===== config.mk =====
export PLATFORM = sky130hd
export DESIGN_NAME = serial_buff_ctrl
export DESIGN_NICKNAME = d
export VERILOG_FILES = /design/src/rtl/serial_buff_ctrl.sv
export SDC_FILE = /design/constraint.sdc
export NUM_CORES = 1
export LEC_CHECK = 0
export ABC_AREA = 1
export BUFFER_PORTS_ARGS = -buffer_cell sky130_fd_sc_hd__buf_2
export CELL_PAD_IN_SITES_DETAIL_PLACEMENT = 0
export CELL_PAD_IN_SITES_GLOBAL_PLACEMENT = 1
export CORE_UTILIZATION = 36
export DETAILED_ROUTE_END_ITERATION = 7
export PLACE_DENSITY_LB_ADDON = 0.08
export SYNTH_ARGS = -nofsm -noshare
export SYNTH_HDL_FRONTEND = slang
export SYNTH_SLANG_ARGS = --single-unit

===== constraint.sdc =====
create_clock -name clk -period 1.5 [get_ports clk]
set_input_delay 0 -clock clk [delete_from_list [all_inputs] [get_ports clk]]
set_output_delay 0 -clock clk [all_outputs]
set_load 0.005 [all_outputs]

===== src/rtl/serial_buff_ctrl.sv =====
// Purpose: sequences one serial_buff: shift an NDATA-bit frame, load it, hand it out a nibble at a time.
// Latency: first nib_valid NDATA bit_valid cycles + 2 after start; one nibble every 2 cycles unstalled.
// Backpressure: nib_valid holds with stable data while nib_ready is low; build option SBC_TIMEOUT_EN adds a SHIFT idle timeout.
module serial_buff_ctrl #(
    parameter int NDATA   = 128,
    parameter int MOVIN   = 0,
    parameter int TIMEOUT = 1024
) (
    input  logic                         clk,
    input  logic                         rst,
    input  logic                         i_start,
    input  logic                         i_bit_valid,
    output logic                         o_sb_ena,
    output logic [$clog2(NDATA)-1:0]     o_sb_cntin,
    output logic                         o_nib_valid,
    input  logic                         i_nib_ready,
    output logic [$clog2(NDATA/4)-1:0]   o_nib_idx,
    output logic                         o_busy,
    output logic                         o_done,
    output logic                         o_err
);

    localparam int CW   = $clog2(NDATA);
    localparam int IW   = $clog2(NDATA/4);
    localparam int BW   = CW + 1;
    localparam int NNIB = NDATA / 4;

    localparam logic [IW-1:0] LAST_IDX = IW'(NNIB - 1);
    localparam logic [BW-1:0] LAST_BIT = BW'(NDATA - 1);

    localparam logic [2:0] S_IDLE    = 3'd0;
    localparam logic [2:0] S_SHIFT   = 3'd1;
    localparam logic [2:0] S_LOAD    = 3'd2;
    localparam logic [2:0] S_PRESENT = 3'd3;
    localparam logic [2:0] S_ROTATE  = 3'd4;

    logic [2:0]    r_state, w_nxt_state;
    logic [BW-1:0] r_bits, w_nxt_bits;
    logic [IW-1:0] r_idx, w_nxt_idx, w_r_idx_inc, w_nxt_idx_inc;
    logic [CW-1:0] r_cntin, w_nxt_cntin;
    logic          r_nib_valid, r_busy, r_done, w_nxt_done;

`ifdef SBC_TIMEOUT_EN
    localparam int GW = $clog2(TIMEOUT + 1);
    localparam logic [GW-1:0] GAP_LAST = GW'(TIMEOUT - 1);

    logic [GW-1:0] r_gap, w_nxt_gap;
    logic          r_err, w_nxt_err;
`endif

    assign w_r_idx_inc   = r_idx + IW'(1);
    assign w_nxt_idx_inc = w_nxt_idx + IW'(1);

    // Next-state, counter and done-pulse decode
    always_comb begin
        w_nxt_state = r_state;
        w_nxt_bits  = r_bits;
        w_nxt_idx   = r_idx;
        w_nxt_done  = 1'b0;
`ifdef SBC_TIMEOUT_EN
        w_nxt_gap   = r_gap;
        w_nxt_err   = 1'b0;
`endif
        case (r_state)
            S_IDLE: begin
                // the done cycle is already IDLE but must not accept a new frame
                if (i_start && !r_done) begin
                    w_nxt_state = S_SHIFT;
                    w_nxt_bits  = '0;
`ifdef SBC_TIMEOUT_EN
                    w_nxt_gap   = '0;
`endif
                end
            end
            S_SHIFT: begin
                if (i_bit_valid) begin
                    w_nxt_bits = r_bits + BW'(1);
                    if (r_bits == LAST_BIT) begin
                        w_nxt_state = S_LOAD;
                    end
`ifdef SBC_TIMEOUT_EN
                    w_nxt_gap = '0;
                end else if (r_gap == GAP_LAST) begin
                    w_nxt_state = S_IDLE;
                    w_nxt_err   = 1'b1;
                end else begin
                    w_nxt_gap = r_gap + GW'(1);
`endif
                end
            end
            S_LOAD: begin
                w_nxt_state = S_PRESENT;
                w_nxt_idx   = '0;
            end
            S_PRESENT: begin
                if (i_nib_ready) begin
                    if ((MOVIN != 0) || (r_idx == LAST_IDX)) begin
                        w_nxt_state = S_IDLE;
                        w_nxt_done  = 1'b1;
                    end else begin
                        w_nxt_state = S_ROTATE;
                    end
                end
            end
            S_ROTATE: begin
                w_nxt_idx   = w_r_idx_inc;
                w_nxt_state = S_PRESENT;
            end
            default: begin
                w_nxt_state = S_IDLE;
            end
        endcase
    end

    // serial_buff command for the coming state: 0 loads, xx01 holds, nonzero xx00 rotates one nibble
    always_comb begin
        w_nxt_cntin = CW'(1);
        case (w_nxt_state)
            S_LOAD:    w_nxt_cntin = '0;
            S_PRESENT: w_nxt_cntin = {w_nxt_idx, 2'b01};
            S_ROTATE:  w_nxt_cntin = {w_nxt_idx_inc, 2'b00};
            default:   w_nxt_cntin = CW'(1);
        endcase
    end

    // State, counters and registered outputs
    always_ff @(posedge clk or negedge rst) begin
        if (!rst) begin
            r_state     <= S_IDLE;
            r_bits      <= '0;
            r_idx       <= '0;
            r_cntin     <= CW'(1);
            r_nib_valid <= 1'b0;
            r_busy      <= 1'b0;
            r_done      <= 1'b0;
        end else begin
            r_state     <= w_nxt_state;
            r_bits      <= w_nxt_bits;
            r_idx       <= w_nxt_idx;
            r_cntin     <= w_nxt_cntin;
            r_nib_valid <= (w_nxt_state == S_PRESENT);
            r_busy      <= (w_nxt_state != S_IDLE);
            r_done      <= w_nxt_done;
        end
    end

`ifdef SBC_TIMEOUT_EN
    // Idle-gap counter and timeout pulse
    always_ff @(posedge clk or negedge rst) begin
        if (!rst) begin
            r_gap <= '0;
            r_err <= 1'b0;
        end else begin
            r_gap <= w_nxt_gap;
            r_err <= w_nxt_err;
        end
    end

    assign o_err = r_err;
`else
    // no gap counter in this build; the comparison is constant false
    assign o_err = (TIMEOUT < 0);
`endif

    assign o_sb_ena    = (r_state == S_SHIFT) & i_bit_valid;
    assign o_sb_cntin  = r_cntin;
    assign o_nib_valid = r_nib_valid;
    assign o_nib_idx   = r_idx;
    assign o_busy      = r_busy;
    assign o_done      = r_done;

endmodule


Word-level counts from Yosys, hierarchy flattened
Index checks and enable logic that the tools add are counted.
Word-level totals
  flip-flop bits (word level): 26
  latch bits: 0
  RAM bits: 0
  memory bits (read-only): 0
  input port bits: 5
  output and inout port bits: 17
  word-level logic and storage cells: 43
  memories kept: 0
Cells by class
  add/subtract/negate cells: 3
  $mul: 0
  divide/modulo/power cells: 0
  $lt $le $gt $ge: 0
  equal/unequal tests: 11
  shift-type cells: 0
  mux-type cells: 14
  bitwise operators: 1
  reduce and logical (&&, ||, !) cells: 7
Operators by type and width (count)
  one-hot mux 7 bit (3 select lines): 1
  2-to-1 mux 8 bit: 2
  one-hot mux 8 bit (2 select lines): 1
  2-to-1 mux 3 bit: 5
  equality test 3 x 2 -> 1 bit, second input constant: 4
  one-hot mux 3 bit (4 select lines): 1
  adder 5 x 1 -> 5 bit, second input constant: 2
  one-hot mux 5 bit (2 select lines): 1
  adder 8 x 1 -> 8 bit, second input constant: 1
  equality test 8 x 7 -> 1 bit, second input constant: 1
  equality test 3 bit, second input constant: 2
  equality test 5 bit, second input constant: 1
  inequality test 2 bit, second input constant: 2
  equality test 3 x 1 -> 1 bit, second input constant: 1
  logical NOT 3 bit: 1
  2-to-1 mux 1 bit: 3
  AND reduction 3 bit: 1
  nonzero test 3 bit: 1
  nonzero test 2 bit: 1
  OR reduction 2 bit: 1
  bitwise AND 1 bit: 1
  logical AND 1 bit: 1
  logical NOT 1 bit: 1

Depth between registers and ports, before layout
  depth in word-level cells: 6
  gate-level depth with buffers: 11
  mapped depth without buffers: 11

Least setup slack after synthesis
OpenSTA, ideal clock, no wires.
  kind: reg2reg
  start point: reg r_idx[0], in the netlist o_nib_idx[0]
  end point: reg r_cntin[2], in the netlist o_sb_cntin[2]
  setup time: 0.083 ns
  arrival time: 1.515 ns
  data required time: 1.417 ns
  path slack: -0.098 ns
  cell stages (with the launch flop): 10
  path buffers: 0
  period minus slack after synthesis: 1.598 ns
  cells stage by stage: dfrtp_1 -> ha_1 -> nand2_1 -> nor2_1 -> ha_1 -> nand2_1 -> o21ai_0 -> nor2_1 -> inv_1 -> o21ai_0
Between the ends
  longest elaborated chain between the ends: 6
  elaborated cells on any way between the ends: 11
  those cells by class: add/sub: 2; eq/ne: 4; mux: 5
RTL lines
  from (decl): RTL line 39  | logic [IW-1:0] r_idx, w_nxt_idx, w_r_idx_inc, w_nxt_idx_inc;
  from (signal assigned): RTL line 139  | r_idx <= w_nxt_idx;
  equality test 5 bit *: RTL line 97  | if ((MOVIN != 0) || (r_idx == LAST_IDX)) begin
  2-to-1 mux 3 bit *: RTL line 97
  2-to-1 mux 3 bit *: RTL line 96  | if (i_nib_ready) begin
  one-hot mux 3 bit (4 select lines) *: RTL line 64  | case (r_state)
  net w_nxt_state[2]: RTL line 37  | logic [2:0] r_state, w_nxt_state;
  equality test 3 bit / equality test 3 x 2 -> 1 bit (equally long branches): RTL line 118  | case (w_nxt_state)
  one-hot mux 7 bit (3 select lines) *: RTL line 118
  net w_nxt_cntin[2]: RTL line 40  | logic [CW-1:0] r_cntin, w_nxt_cntin;
  to (signal assigned): RTL line 140  | r_cntin <= w_nxt_cntin;
  to (decl): RTL line 40
The timed path passes the listed nets; every way through them passes the cells marked *.
A chain may end at the register's enable or synchronous reset.

Final worst setup path
  start point: reg r_idx[0], in the netlist o_nib_idx[0]
  end point: reg r_cntin[3], in the netlist o_sb_cntin[3]
Same word-level chain as after synthesis.

==> results.py <==
metrics = {
    "cts": {
        "cts_buffers": 3,
        "root_buffer": "clkbuf_4",
        "htreeDepth": 1,
        "clk_latency_ps": 320,
        "cts_tree": "yes",
        "clk_path_buf_depth": 2,
        "clock-sinks": 25,
        "clk_pin_slew_ps": 130,
    },
    "final_layout": {
        "nFillCells": 326,
        "final_nets": 219,
        "area_delta_synth_final_pct": 38.14,
        "drive_gt1_share_pct": 40.67,
        "antenna_cells": 0,
        "layout.cells.non_filler": 255,
    },
    "detailed_routing": {
        "routedWlPerCell_um": 11.59,
        "vias": 1176,
        "wl_um": 2956,
        "firstDrtPassIters": 4,
        "viasPerCell": 4.612,
        "post-route-drc-count": 0,
        "drtIter0Drc": 74,
        "antenna_left": 0,
    },
    "floorplan": {
        "initial_core_util_pct": 38.43,
        "die_w_um": 62.15,
        "dieArea_sq_um": 3863,
        "rows": 21,
        "ios": 22,
        "die_y_um": 62.15,
        "core_sq_um": 3390,
    },
    "critical_path": {
        "crit_fanout": 4,
        "r2r_cells": 9,
        "cp_common_cell": "nand2_2",
        "slowest_stage": "dfrtp_1",
        "slowest_delay_ps": 380,
        "path_class": "flip-flop to flip-flop",
        "worst_setup_path_start_kind": "flip-flop",
        "path_cells": "ha_2 -> nand2_2 -> nor2_2 -> ha_1 -> nand2_2 -> o21ai_2 -> nor2_4 -> buf_6 -> a22o_1",
        "r2r_end": "o_sb_cntin[3]",
        "regToRegSetupSlack_ps": -70,
        "cp.arrival_ps": 1790,
        "endpoint_kind": "flip-flop",
        "cp.required_ps": 1720,
        "r2r-start": "o_nib_idx[0]",
    },
    "power": {
        "leakage_nw": 0.9249,
        "powerDensity_nw_per_um2": 1102,
        "peakVddDrop_mv": 0.5984,
    },
    "hold_path": {
        "min-delay-start": "i_bit_valid",
        "hold_end": "r_state[0]",
        "min_path_type": "input pin to flip-flop",
        "holdPathStages": 4,
    },
    "logic_synthesis": {
        "ys_top_cells_by_area": "dfrtp_1, nand2_1, inv_1, nor2_1, nand3_1",
        "ys_seq_elements": 25,
        "syn_avg_cell_area_sq_um": 8.192,
        "yosysMostFrequentCell": "nand2_1",
        "synth_cells": 159,
        "ys_seq_area_share_pct": 48.13,
        "synth-edff-count": 0,
        "ys_async_sr_fraction_pct": 100.0,
        "synthDominantCellAreaShare_pct": 46.11,
        "yosys-top-cells-count": "nand2_1, dfrtp_1, inv_1, nor2_1, nand3_1",
        "synth.distinct_cells": 24,
        "synth_area_sq_um": 1302,
        "synth_ff_type": "dfrtp_1",
        "yosys.area.top_type": "dfrtp_1",
        "yosysWarnings": 0,
    },
    "outcome": {
        "failed_checks": "negative setup slack",
        "outcome": "finished with violations",
    },
    "placement": {
        "place_inst": 242,
        "preCtsSetupSlack_ps": -111.8,
        "gp_congestion": 0.7988,
        "placement.io_buffers": 19,
        "hpwl_um": 2216,
    },
    "timing": {
        "skew_ps": 2.196,
        "rsz0062_at_grt": "true",
        "final.setup.worst_slack_ps": -72.07,
        "slew_headroom_pct": 61.22,
        "fin_crit_sh_pct": 104.8,
        "hold_viol": 0,
        "holdWs_ps": 70.31,
        "clock.fmax_ghz": 0.6361,
        "period_needed_ps": 1572,
        "setup-violations-final": 6,
        "final_max_slew_viol_count": 0,
        "tightest_slew_ps": 581.7,
    },
    "grt": {
        "grt_max_degree": 26,
        "grt_usage_pct": 16.72,
        "grt_overflow": 0,
        "grt_pass1_wl_um": 5119,
        "antenna_found_initial": 0,
        "grt_pass1_vias": 1138,
    },
    "run": {
        "drv_cap": 0,
    },
}
-- worst max-delay path: cells and delay by family, from the launching register on --
| kind | cells | cell delay [ps] |
|---|---|---|
| flops | 1 | 380 |
| fa+ha+maj | 2 | 360 |
| compound gates | 2 | 300 |
| simple gates | 4 | 300 |
| buf+inv | 1 | 130 |
-- worst max-delay path by stage --
stage                     slack [ps]            end    startpoint  cells past startpoint
after global placement           -50  o_sb_cntin[6]    r_state[1]                      8
final                            -70  o_sb_cntin[3]  o_nib_idx[0]                      9
after detailed placement        -110  o_sb_cntin[2]  o_nib_idx[1]                      9
after CTS                        -60  o_sb_cntin[3]  o_nib_idx[0]                      9
after global routing            -170  o_sb_cntin[3]  o_nib_idx[0]                      9
after floorplan                    1  o_sb_cntin[2]  o_nib_idx[1]                      9
-- stage by stage --
step	area (sq um)	util (%)	power [mW]	TNS (ps)
final	1799	53.08	1.984	-165.3
after global routing	1799	53.08	2.159	-1007
after CTS	1722	50.79	1.949	-143.4
after detailed placement	1592	46.95	1.575	-469.5
after global placement	1592	46.95	1.558	-211.9
after floorplan	1311	-	1.304	0
-- cell usage in the layout (no fill, tap or decap), types with 4 or more instances in the layout --
cell type and count:
a21oi_1 4, nand2_1 31, inv_1 16, buf_2 19, nand2_4 5, nand2_2 8
buf_4 24, dfrtp_1 23, nor2_1 14, nand4_1 7, nand3_1 9, nor2_4 5
inv_2 6
-- sequential cells by signal, indices dropped and copies added, names as in the netlist --
register,count
r_bits,8
o_sb_cntin,6
o_nib_idx,5
r_state,3
o_busy,1
o_done,1
o_nib_valid,1
-- kinds of logic after synthesis --
logic type / synth area share, %
AOI/OAI and AO/OA: 5.668
adders and majority gates: 3.843
buffers and inverters: 7.780
DFF: 48.13
other: 0.2879
and+or+nand+nor: 34.29
-- cell type report --
cell class	count	area, sq um	share of cell area, %
flip-flops and latches	25	628.1	34.91
well taps	46	57.56	3.199
inverters	23	86.33	4.798
clock buffers	4	26.28	1.460
repair buffers	47	319.1	17.73
multi-input cells	110	681.9	37.90
-- metal layers --
layer  global-route usage [%]  part of all wire [%]
met1                    25.29                    52
met2                    24.18                    44
met3                    2.206                   2.8
met4                    6.105                   1.4
met5                        0                     0
-- report_power, final --
group | total, mW | switching (mW) | internal, mW
registers | 0.897 | 0.104 | 0.793
logic | 0.783 | 0.433 | 0.350
clock network | 0.304 | 0.200 | 0.104
total | 1.98 | 0.737 | 1.25
-- timing repair --
action / 4_1_cts / 5_1_grt
resized for setup: 16 / 18
pin swaps: 10 / 7
setup endpoints to repair: 7 / 13
setup buffers: 6 / 2
hold buffers: 1 / 0
hold endpoints to repair: 24 / 0
No activity file was read; power rests on OpenSTA's default activity.
